**src/rtl/ysyx_22050710_mem_stage_hs.sv**
```systemverilog
// Memory stage with a valid/ready data-memory port and a 3-state load FSM.
// Optional MS->DS bypass ports: define YSYX_22050710_MS_FWD_EN.
module ysyx_22050710_mem_stage_hs #(
  parameter int WORD_WD         = 64,
  parameter int ADDR_WD         = 32,
  parameter int GPR_ADDR_WD     = 5,
  parameter int CSR_ADDR_WD     = 12,
  parameter int ES_TO_MS_BUS_WD = GPR_ADDR_WD + CSR_ADDR_WD + 7 + 3 * WORD_WD,
  parameter int MS_TO_WS_BUS_WD = 2 + GPR_ADDR_WD + CSR_ADDR_WD + 2 * WORD_WD
) (
  input  logic                       i_clk,
  input  logic                       i_rst,
  input  logic                       i_ws_allowin,
  output logic                       o_ms_allowin,
  input  logic                       i_es_to_ms_valid,
  input  logic [ES_TO_MS_BUS_WD-1:0] i_es_to_ms_bus,
  output logic                       o_ms_to_ws_valid,
  output logic [MS_TO_WS_BUS_WD-1:0] o_ms_to_ws_bus,
  output logic                       o_dmem_req_valid,
  input  logic                       i_dmem_req_ready,
  output logic [ADDR_WD-1:0]         o_dmem_req_addr,
  input  logic                       i_dmem_resp_valid,
  input  logic [WORD_WD-1:0]         i_dmem_resp_data,
  output logic                       o_dmem_resp_ready,
`ifdef YSYX_22050710_MS_FWD_EN
  output logic                       o_ms_fwd_valid,
  output logic [WORD_WD-1:0]         o_ms_fwd_data,
`endif
  output logic [GPR_ADDR_WD-1:0]     o_ms_to_ds_gpr_rd,
  output logic [CSR_ADDR_WD-1:0]     o_ms_to_ds_csr_rd
);

  localparam int BYTES = WORD_WD / 8;
  localparam int OFF_W = $clog2(BYTES);
  localparam bit IS64  = (WORD_WD == 64);
  localparam logic [ADDR_WD-1:0] ALIGN_MASK = ~ADDR_WD'(BYTES - 1);

  typedef enum logic [1:0] {
    S_IDLE,
    S_WAIT,
    S_DONE
  } state_t;

  state_t                     state;
  logic                       ms_valid;
  logic [ES_TO_MS_BUS_WD-1:0] bus_q;
  logic [WORD_WD-1:0]         load_data;

  logic [GPR_ADDR_WD-1:0] rd;
  logic [CSR_ADDR_WD-1:0] csr;
  logic                   gpr_wen;
  logic                   csr_wen;
  logic                   mem_ren;
  logic [2:0]             mem_op;
  logic                   csr_inst_sel;
  logic [WORD_WD-1:0]     csrrdata;
  logic [WORD_WD-1:0]     alu_result;
  logic [WORD_WD-1:0]     csr_result;

  assign {rd, csr, gpr_wen, csr_wen, mem_ren, mem_op,
          csr_inst_sel, csrrdata, alu_result, csr_result} = bus_q;

  logic               ready_go;
  logic               allowin;
  logic [WORD_WD-1:0] gpr_result;
  logic [OFF_W-1:0]   offset;
  logic [WORD_WD-1:0] shifted;
  logic [WORD_WD-1:0] ext;

  assign ready_go = !mem_ren || (state == S_DONE);
  assign allowin  = !ms_valid || (ready_go && i_ws_allowin);

  // Pipeline valid and payload latch
  always_ff @(posedge i_clk) begin
    if (i_rst) begin
      ms_valid <= 1'b0;
      bus_q    <= '0;
    end else if (allowin) begin
      ms_valid <= i_es_to_ms_valid;
      bus_q    <= i_es_to_ms_bus;
    end
  end

  // Load FSM: issue request, wait for response, hold result until WS takes it
  always_ff @(posedge i_clk) begin
    if (i_rst) begin
      state     <= S_IDLE;
      load_data <= '0;
    end else begin
      unique case (state)
        S_IDLE: begin
          if (ms_valid && mem_ren && i_dmem_req_ready)
            state <= S_WAIT;
        end
        S_WAIT: begin
          if (i_dmem_resp_valid) begin
            load_data <= ext;
            state     <= S_DONE;
          end
        end
        S_DONE: begin
          if (i_ws_allowin)
            state <= S_IDLE;
        end
        default: state <= S_IDLE;
      endcase
    end
  end

  assign offset  = alu_result[OFF_W-1:0];
  assign shifted = i_dmem_resp_data >> {offset, 3'b000};

  // Byte/half/word/dword select with sign or zero extension
  always_comb begin
    ext = '0;
    unique case (mem_op)
      3'b000:  ext = WORD_WD'($signed(shifted[7:0]));
      3'b001:  ext = WORD_WD'($signed(shifted[15:0]));
      3'b010:  ext = WORD_WD'($signed(shifted[31:0]));
      3'b011:  ext = IS64 ? shifted : '0;
      3'b100:  ext = WORD_WD'(shifted[7:0]);
      3'b101:  ext = WORD_WD'(shifted[15:0]);
      3'b110:  ext = WORD_WD'(shifted[31:0]);
      default: ext = '0;
    endcase
  end

  assign gpr_result = mem_ren      ? load_data :
                      csr_inst_sel ? csrrdata  : alu_result;

  assign o_ms_allowin      = allowin;
  assign o_ms_to_ws_valid  = ms_valid && ready_go;
  assign o_ms_to_ws_bus    = {gpr_wen, rd, gpr_result,
                              csr_wen, csr, csr_result};
  assign o_dmem_req_valid  = (state == S_IDLE) && ms_valid && mem_ren;
  assign o_dmem_req_addr   = alu_result[ADDR_WD-1:0] & ALIGN_MASK;
  assign o_dmem_resp_ready = (state == S_WAIT);
  assign o_ms_to_ds_gpr_rd = (ms_valid && gpr_wen) ? rd : '0;
  assign o_ms_to_ds_csr_rd = (ms_valid && csr_wen) ? csr : '0;

`ifdef YSYX_22050710_MS_FWD_EN
  assign o_ms_fwd_valid = ms_valid && gpr_wen && ready_go;
  assign o_ms_fwd_data  = gpr_result;
`endif

endmodule
```
**config.mk**
```make
export PLATFORM = sky130hd
export DESIGN_NAME = ysyx_22050710_mem_stage_hs
export DESIGN_NICKNAME = d
export VERILOG_FILES = /design/src/rtl/ysyx_22050710_mem_stage_hs.sv
export SDC_FILE = /design/constraint.sdc
export NUM_CORES = 1
export LEC_CHECK = 0
export ABC_AREA = 1
export BUFFER_PORTS_ARGS = -buffer_cell sky130_fd_sc_hd__buf_2
export CORE_AREA = 2 2 191 193
export CTS_CLUSTER_SIZE = 28
export DETAILED_ROUTE_END_ITERATION = 8
export DIE_AREA = 0 0 193 195
export HOLD_SLACK_MARGIN = 0.08
export PLACE_DENSITY = 0.76
export SETUP_SLACK_MARGIN = 0.2
export SLEW_MARGIN = 20
export SYNTH_ARGS = -nofsm -noshare
export SYNTH_HDL_FRONTEND = slang
export SYNTH_SLANG_ARGS = --single-unit
export TNS_END_PERCENT = 5
```
**constraint.sdc**
```tcl
create_clock -name i_clk -period 2.8 [get_ports i_clk]
set_clock_uncertainty 0.15 [all_clocks]
set_input_delay 0.14 -clock i_clk [delete_from_list [all_inputs] [get_ports i_clk]]
set_output_delay 0.14 -clock i_clk [all_outputs]
set_load 0.01 [all_outputs]
```
==> results_dict.tcl <==
set metrics [dict create \
    setup_violations 0 \
    slew_headroom_pct 55.86 \
    grt_pass1_vias 16455 \
    drtIter0Drc 1336 \
    final_common_cell "nand2_1" \
    cts_buffers 30 \
    cts_max_path_buffers 3 \
    crit_required_ns 2.51 \
    place_area_um2 16080 \
    synth_enable_flop_cells 0 \
    slew_violations 0 \
    cp_cell_sequence "buf_4 > o21ai_0 > o21ai_0 > buf_2" \
    layout_common_cells "nand2_1, buf_2, dlygate4sd3_1" \
    fin_area_um2 20240 \
    path_max_fanout 56 \
    worst_ir_drop_vdd_v 0.0004773 \
    netlist_area_um2 14360 \
    clk_pin_slew_ns 0.07 \
    p_leak_uw 0.009192 \
    htree_levels 1 \
    path_delay_family "flip-flops" \
    synthArstFlopShare_pct 0 \
    status "finished, final reports clean" \
    nNetsFinal 2991 \
    grt_pass1_wl_mm 88.13 \
    critPathKind "reg -> out" \
    yosysSeqAreaShare_pct 39.45 \
    viasPerCell 5.301 \
    tightest_slew_ns 0.6621 \
    critPathSlowestCell "dfxtp_4" \
    synth_cell_types 31 \
    fin_tns_setup_ns 0 \
    rows 69 \
    fp.dieH_um 195 \
    hold_path_depth 7 \
    worst-path-stages 4 \
    clock-sinks 283 \
    drt_wl_total_mm 58.83 \
    ant_nets 0 \
    ff2ff_setup_slack_ns 0.25 \
    finalWorstSetupSlack_ns 0.2212 \
    dp.cells 2815 \
    hp-start "i_dmem_resp_data[19]" \
    gr-total-overflow 0 \
    areaGrowthSynthToFinish_pct 40.95 \
    coreArea_um2 35400 \
    pin_count 486 \
    die_x_um 193 \
    fin_crit_sh_pct 92.10 \
    drive_above_1_share_pct 21.88 \
    fin_cells 3188 \
    ys.flop_type "dfxtp_1" \
    io_buffers 482 \
    drc_errors 0 \
    rsz0062_at_grt "true" \
    crit_arrival_ns 2.29 \
    holdPathEnd "load_data[11]" \
    cp_common_cell "o21ai_0" \
    clk_latency_ns 0.57 \
    hold_viol 0 \
    worstSetupStartpointType "register" \
    track_usage_pct 29.28 \
    fmax_ghz 0.3878 \
    vias 16898 \
    cp-startpoint "bus_q[192]" \
    synth_cells 2121 \
    start_util_pct 40.57 \
    wl_per_cell_um 18.45 \
    cts_tree "yes" \
    r2r-start "bus_q[64]" \
    end_kind "output port" \
    hold_class "in -> reg" \
    syn_avg_cell_area_um2 6.770 \
    cap_violations 0 \
    dp_hpwl_mm 35.84 \
    cts_root_buf "clkbuf_16" \
    yosysWarnings 0 \
    min_period_ns 2.579 \
    r2r_end "load_data[0]" \
    grt_max_degree 172 \
    cpPeakStageDelay_ns 0.77 \
    power.density_nw_per_um2 530.1 \
    globalplace.congestion 0.9557 \
    fin_util_pct 57.18 \
    antenna_found_initial 2 \
    dieArea_um2 37640 \
    path_buf_inv 2 \
    ys_seq_elements 283 \
    dr.pass1.iters 6 \
    reg2reg_depth 7 \
    dpl_worst_slack_ns 0.5862 \
]
-- layer usage --
layer,track usage [%],vias up,share of wire [%]
met5,0,-,0.022
met4,11.90,2,4.6
met3,5.913,210,8.8
met2,51.19,970,48
met1,34.78,7743,39
li1,-,7973,-
-- Yosys cell counts (4+ instances only) --
master    number  area (µm²)
nand4_1       36       225.2
buf_4        119       893.4
nand3_1       46       230.2
a211oi_1      84       630.6
dfxtp_1      283        5665
nand3_2        4       40.04
a21oi_1      208        1041
nand2_1      683        2564
o21ai_1       14       70.07
buf_1          9       33.78
o31ai_1        4       30.03
nand2_2        5       31.28
nor2_1       133       499.2
clkbuf_1      79       296.5
or2_2         11       68.82
o211ai_1      32       240.2
inv_2          4       15.01
o21a_1         4       30.03
inv_1        103       386.6
buf_6          7       78.83
buf_2         71       355.3
o21ai_0      169       845.8
-- where the power goes --
group	total, µW	internal, µW	switching (µW)
Clock	3860	2200	1660
Sequential	4410	4270	145
Combinational	2460	1040	1420
Total	10700	7500	3220
-- registers in the layout (all words and copies together) (netlist names) --
name / cells
state: 2
load_data: 64
ms_valid: 1
bus_q: 216
-- logic make-up (layout without fill, tap and decap cells) --
group / count (synthesis) / after routing / synth area share (%)
flip-flops: 283 / 283 / 39.45
AND/OR/NAND/NOR: 926 / 926 / 25.88
AO/OA/AOI/OAI: 518 / 518 / 20.28
other: 1 / 6 / 0.02611
buffers and inverters: 393 / 994 / 14.37
-- through the flow --
step | power [µW] | hold slack, ns
5_1_grt | 11160 | 0.1291
6_report | 10730 | 0.1180
3_5_place_dp | 6442 | 0.2268
3_3_place_gp | 6414 | 0.2217
2_1_floorplan | 5811 | 0.1107
4_1_cts | 10650 | 0.08157
-- final cells by class --
cell class,instances,area (µm²)
antenna,3,7.507
sequential,283,5675
multi-input combinational,1447,6658
fill,3028,15160
clock buffer,46,902.1
inverter,108,410.4
clock inverter,5,32.53
timing repair buffer,835,5978
tap,461,576.8
-- worst max-delay path by stage --
| stage | end | slack, ns |
|---|---|---|
| floorplan | load_data[16] | 1.16 |
| global placement | load_data[26] | 0.65 |
| detailed placement | load_data[29] | 0.59 |
| CTS | o_ms_to_ws_bus[128] | 0.32 |
| global route | o_ms_to_ws_bus[126] | 0.14 |
| finish | o_ms_to_ws_bus[133] | 0.22 |
-- worst min-delay path: cells and delay by family --
family | cells | cell delay, ns
AO/OA/AOI/OAI | 2 | 0.20
buffers and inverters | 1 | 0.11
AND/OR/NAND/NOR | 4 | 0.33
-- what timing repair did --
item / CTS / global route
gates resized for setup: 0 / 6
buffers inserted: 0 / 2
endpoints found under the hold margin: 259 / 0
setup endpoints to repair: 0 / 28
hold buffers: 315 / 0
Note: power is estimated with default switching activity, not from simulation.
